[src/rtl/serial_word_deserializer.sv]
// Serial-to-parallel word assembler: gathers 1-bit samples into WIDTH-bit words.
// Optional partial-word flush is compiled in when DESER_FLUSH_EN is defined.
module serial_word_deserializer #(
  parameter int WIDTH     = 32,
  parameter bit MSB_FIRST = 1'b1
) (
  input  logic                       clk_i,
  input  logic                       arst_i,
  input  logic                       data_i,
  input  logic                       data_val_i,
  input  logic                       flush_i,
  output logic [WIDTH-1:0]           data_o,
  output logic [$clog2(WIDTH):0]     data_mod_o,
  output logic                       data_val_o,
  output logic                       busy_o
);

  localparam int CW = $clog2(WIDTH) + 1;

  typedef enum logic {
    ST_IDLE    = 1'b0,
    ST_COLLECT = 1'b1
  } state_e;

  // Handshake: a bit is taken on every edge where data_val_i is high (no
  // backpressure); data_val_o is a one-cycle pulse qualifying data_o/data_mod_o.

  state_e           state_q, state_d;
  logic [CW-1:0]    count_q, count_d, count_acc;
  logic [WIDTH-1:0] shreg_q, shreg_d, shreg_acc;
  logic [WIDTH-1:0] data_q, data_d;
  logic [CW-1:0]    mod_q, mod_d;
  logic             val_q, val_d;
  logic             busy_q, busy_d;
  logic             full, flush_go, emit;

`ifndef DESER_FLUSH_EN
  logic unused_flush;
  assign unused_flush = flush_i;
`endif

  // Accumulated view of this cycle, including the bit accepted on this edge.
  always_comb begin
    count_acc = count_q + CW'(data_val_i);
    shreg_acc = shreg_q;
    for (int i = 0; i < WIDTH; i++) begin
      if (data_val_i && (count_q == CW'(MSB_FIRST ? (WIDTH - 1 - i) : i))) begin
        shreg_acc[i] = data_i;
      end
    end
    full = (count_acc == CW'(WIDTH));
`ifdef DESER_FLUSH_EN
    flush_go = flush_i && (count_acc != '0);
`else
    flush_go = 1'b0;
`endif
    emit = full | flush_go;
  end

  always_comb begin
    state_d = state_q;
    case (state_q)
      ST_IDLE: begin
        if (data_val_i && !emit) state_d = ST_COLLECT;
      end
      ST_COLLECT: begin
        if (emit) state_d = ST_IDLE;
      end
      default: state_d = ST_IDLE;
    endcase
  end

  always_comb begin
    count_d = count_acc;
    shreg_d = shreg_acc;
    data_d  = data_q;
    mod_d   = mod_q;
    val_d   = 1'b0;
    if (emit) begin
      count_d = '0;
      shreg_d = '0;
      data_d  = shreg_acc;
      mod_d   = count_acc;
      val_d   = 1'b1;
    end
    busy_d = (count_d != '0);
  end

  always_ff @(posedge clk_i or posedge arst_i) begin
    if (arst_i) begin
      state_q <= ST_IDLE;
      count_q <= '0;
      shreg_q <= '0;
      data_q  <= '0;
      mod_q   <= '0;
      val_q   <= 1'b0;
      busy_q  <= 1'b0;
    end else begin
      state_q <= state_d;
      count_q <= count_d;
      shreg_q <= shreg_d;
      data_q  <= data_d;
      mod_q   <= mod_d;
      val_q   <= val_d;
      busy_q  <= busy_d;
    end
  end

  assign data_o     = data_q;
  assign data_mod_o = mod_q;
  assign data_val_o = val_q;
  assign busy_o     = busy_q;

endmodule

[config.mk]
export PLATFORM = sky130hd
export DESIGN_NAME = serial_word_deserializer
export DESIGN_NICKNAME = d
export VERILOG_FILES = /design/src/rtl/serial_word_deserializer.sv
export SDC_FILE = /design/constraint.sdc
export NUM_CORES = 1
export LEC_CHECK = 0
export ABC_AREA = 1
export CORE_MARGIN = 5
export CORE_UTILIZATION = 40
export CTS_CLUSTER_DIAMETER = 50
export CTS_CLUSTER_SIZE = 28
export DETAILED_ROUTE_END_ITERATION = 6
export GPL_ROUTABILITY_DRIVEN = 0
export GPL_TIMING_DRIVEN = 0
export MAX_ROUTING_LAYER = met4
export PLACE_DENSITY = 0.7
export SKIP_LAST_GASP = 1
export SYNTH_ARGS = -nofsm -noshare
export SYNTH_HDL_FRONTEND = slang
export SYNTH_SLANG_ARGS = --single-unit
[constraint.sdc]
create_clock -name clk_i -period 3.3 [get_ports clk_i]
set_clock_uncertainty 0.1 [all_clocks]
set_input_delay 0.66 -clock clk_i [delete_from_list [all_inputs] [get_ports clk_i]]
set_output_delay 0.66 -clock clk_i [all_outputs]
set_load 0.01 [all_outputs]
Word level (Yosys, flattened, before mapping)

Cells that the tools add are included.
W data, S select, Z words.

Register bits: 78
Bits of input ports: 5
Output and inout bits: 40
Word-level logic and storage cells: 108

Add/sub/neg operators: 1
Equality and inequality tests: 32
Mux-type cells: 35
Reductions and logical operators: 34

Operators by type and width:

| kind                 | number |
|---|---|
| $eq A6 B5 Y1 const B | 16 |
| $eq A6 B4 Y1 const B | 8 |
| $mux W1              | 33 |
| $logic_and A1 B1 Y1  | 32 |
| $mux W32             | 1 |
| $eq A6 B3 Y1 const B | 4 |
| $eq A6 B2 Y1 const B | 2 |
| $add A6 B1 Y6        | 1 |
| $eq A6 B1 Y1 const B | 1 |
| $eq A6 B6 Y1 const B | 1 |
| $logic_not A6 Y1     | 1 |
| $mux W6              | 1 |
| $reduce_bool A6 Y1   | 1 |

Depth between registers and ports, before layout

Word-level depth: 4
Depth in mapped cells: 10
Gate-level depth less buffers: 9

Worst setup path before layout

OpenSTA, ideal clock, no wires.

Kind: input to register
Start: input port data_val_i
End: register data_q[13], in the netlist data_o[13]
Setup time: 0.117 ns
Arrival: 1.961 ns
Data required time: 3.083 ns
Setup slack: 1.122 ns
Stages on the path: 9
Path buffers: 1
Path through: ha_1 -> ha_1 -> nor2_1 -> nand3_1 -> nor2_4 -> nand3_4 -> buf_4 -> nand2_1 -> nand2_1

Word-level cells in the longest chain between the ends: 2
Elaborated cells between the ends (all ways): 4
Classes of those cells: add/sub: 1; eq/ne: 1; mux: 1; reduce/logical: 1

RTL lines:

| what                 | line | text |
|---|---|---|
| from (decl)          | 10   | `input logic data_val_i,` |
| $add A6 B1 Y6        | 44   | `count_acc = count_q + CW'(data_val_i);` |
| net count_acc[1]     | 29   | `logic [CW-1:0] count_q, count_d, count_acc;` |
| $eq A6 B6 Y1         | 51   | `full = (count_acc == CW'(WIDTH));` |
| to (signal assigned) | 102  | `data_q <= data_d;` |
| to (decl)            | 31   | `logic [WIDTH-1:0] data_q, data_d;` |

The timed path passes the listed nets, and every way through them passes these cells.
A chain may end at the register's enable or synchronous reset.

Final worst setup path

Start: input port data_val_i
End: register data_q[0], in the netlist data_o[0]

Word-level cells in the longest chain between the ends: 2
Elaborated cells between the ends (all ways): 4
Classes of those cells: add/sub: 1; eq/ne: 1; mux: 1; reduce/logical: 1

RTL lines:

| what                                                 | line |
|---|---|
| $add A6 B1 Y6 or $logic_and A1 B1 Y1 (tied branches) | 44, 47 |
| $eq A6 B6 Y1 or $mux W1 (tied branches)              | 51, 47 |

Several ways; a longest one is shown, not always the timed one.

==> out/metrics.yaml <==
avgViaCountPerCell: 4.94
cts.sinks: 78
vdd_ir_drop_max_v: 0.000291
place_ws_ns: 0.335
finalWorstSetupSlack_ns: 0.643
hold_path_class: "reg -> reg"
cts_tree: "done"
outcome: "finished, final reports clean"
slew_headroom_pct: 65.7
grt_setup_unrepaired: "false"
fin_cells: 638
fillCellCount: 833
htree_levels: 3
grt_pass1_wl_mm: 14.9
ys_seq_area_share_pct: 54.0
core-area_um2: 8760
drive_gt1_share_pct: 8.11
die_w_um: 105
ys_seq_elements: 78
yosys.cell_types.count: 19
fin_util_pct: 50.6
cp.arrival_ns: 2.85
overflow: 0
crit_required_ns: 3.49
path_max_fanout: 10
cts_setup_buffers: 0
startpoint_type: "input pin"
cts_resized: 0
grt_max_degree: 49
die-area_um2: 11000
wl_per_cell_um: 14.0
port_buffers: 43
avgSynthCellArea_um2: 7.70
vias: 3151
syn_nets: 477
leakage_nw: 2.55
power.density_nw_per_um2: 788
firstDrtPassIters: 5
ant_nets: 0
io_pins: 45
drv_cap: 0
diodes: 0
start_util_pct: 41.3
drc: 0
num_rows: 34
cts_buffer_depth: 2
cts_buffers: 9
final-setup-viol-count: 0
drt_wl_total_mm: 8.93
root_buffer: "clkbuf_8"
syn-cell-area_um2: 3620
clkTransAtPathRegs_ns: 0.08
worstSetupPathType: "in -> reg"
drt_iter0_markers: 193
placed_cells: 622
hold_violations: 0
post-dp-hpwl_mm: 6.18
syn_inst: 470
clk_latency_ns: 0.36
area_delta_synth_final_pct: 22.5
fin_crit_ns: 2.66
grtUsageTotal_pct: 17.3
die_y_um: 105
finalCritPeriodShare_pct: 80.5
grt_pass1_vias: 3063
ctsHoldBuffers: 0
nets: 532
cp-end-kind: "flip-flop"
antenna_found_initial: 0
synth_warnings: 0
drv_slew: 0
worst_pin_slew_ns: 0.514
timing.fmax_mhz: 376
==> kinds of logic after synthesis <==
family,Yosys count,synth area share (%)
AOI/OAI and AO/OA,9,1.42
adders and majority gates,2,0.692
buffers and inverters,82,9.62
DFF,78,54.0
and+or+nand+nor,299,34.3
==> report_power, final <==
group	leakage, nW	internal [mW]	switching, mW
sequential	1.05	1.23	0.133
combinational	1.40	0.492	0.860
clock	0.105	0.413	0.364
==> cells in the final DEF (no fill, tap or decap), drive strengths merged <==
cell and instances:
buf 21, bufinv 1, clkbuf 17, clkdlybuf4s50 43, clkinv 1, clkinvlp 2, dfrtp 78, ha 2
inv 57, nand2 205, nand3 73, nand4 1, nor2 20, o21ai 8, o21bai 1
==> synthesized netlist by cell type (all sizes together) <==
cell	count	share of area, %
o21bai	1	0.21
nor2	20	2.4
nand2	205	21
nand3	73	10
dfrtp	78	54
o21ai	8	1.2
ha	2	0.69
inv	57	5.9
clkbuf	5	0.52
buf	20	3.2
nand4	1	0.17
==> final cells by class <==
cell class	instances	area (µm²)	area share, %
sequential	78	1950	44.0
clock buffer	12	165	3.73
tap	108	135	3.05
clock inverter	4	53.8	1.21
inverter	57	216	4.88
buffer	25	134	3.02
timing repair buffer	44	458	10.3
multi-input combinational	310	1320	29.7
==> per-stage QoR <==
| step | hold WS [ns] | cell area (µm²) | setup TNS, ns | power, mW |
|---|---|---|---|---|
| CTS | 0.374 | 4430 | 0 | 3.49 |
| floorplan | 0.400 | 3620 | 0 | 2.21 |
| detailed placement | 0.353 | 4210 | 0 | 2.71 |
| global placement | 0.352 | 4180 | -54.94 | 2.67 |
| global route | 0.404 | 4430 | 0 | 3.74 |
| finish | 0.370 | 4430 | 0 | 3.49 |
==> registers in the layout, indices dropped and copies added, names as in the netlist <==
register	flops
data_o	32
shreg_q	32
count_q	6
data_mod_o	6
busy_o	1
data_val_o	1
==> final timing paths <==
path	start	end	slack [ns]	cells after the start
min reg2reg	data_mod_o[5]	data_mod_o[5]	0.37	2
min	data_mod_o[5]	data_mod_o[5]	0.37	2
max in group asynchronous	arst_i	shreg_q[29]	1.98	3
max reg2reg	count_q[0]	data_o[0]	1.04	9
max	data_val_i	data_o[0]	0.64	10
min in group asynchronous	arst_i	data_mod_o[1]	0.54	2
==> metal layers <==
layer	global-route usage [%]	wire, µm	vias up
met1	22.6	3960	1456
met4	8.04	274	0
met3	3.27	572	27
met5	-	0	-
met2	26.1	4120	130
li1	-	-	1538
==> critical path: stages <==
cell and delay [ns]:
clkdlybuf4s50_1 0.53, ha_1 0.26, ha_1 0.24, inv_1 0.08, o21ai_2 0.14, nand2_1 0.13, nor2_2 0.27, buf_2 0.28
nand3_1 0.16, nand2_1 0.09
Note: power is estimated with default switching activity, not from simulation.
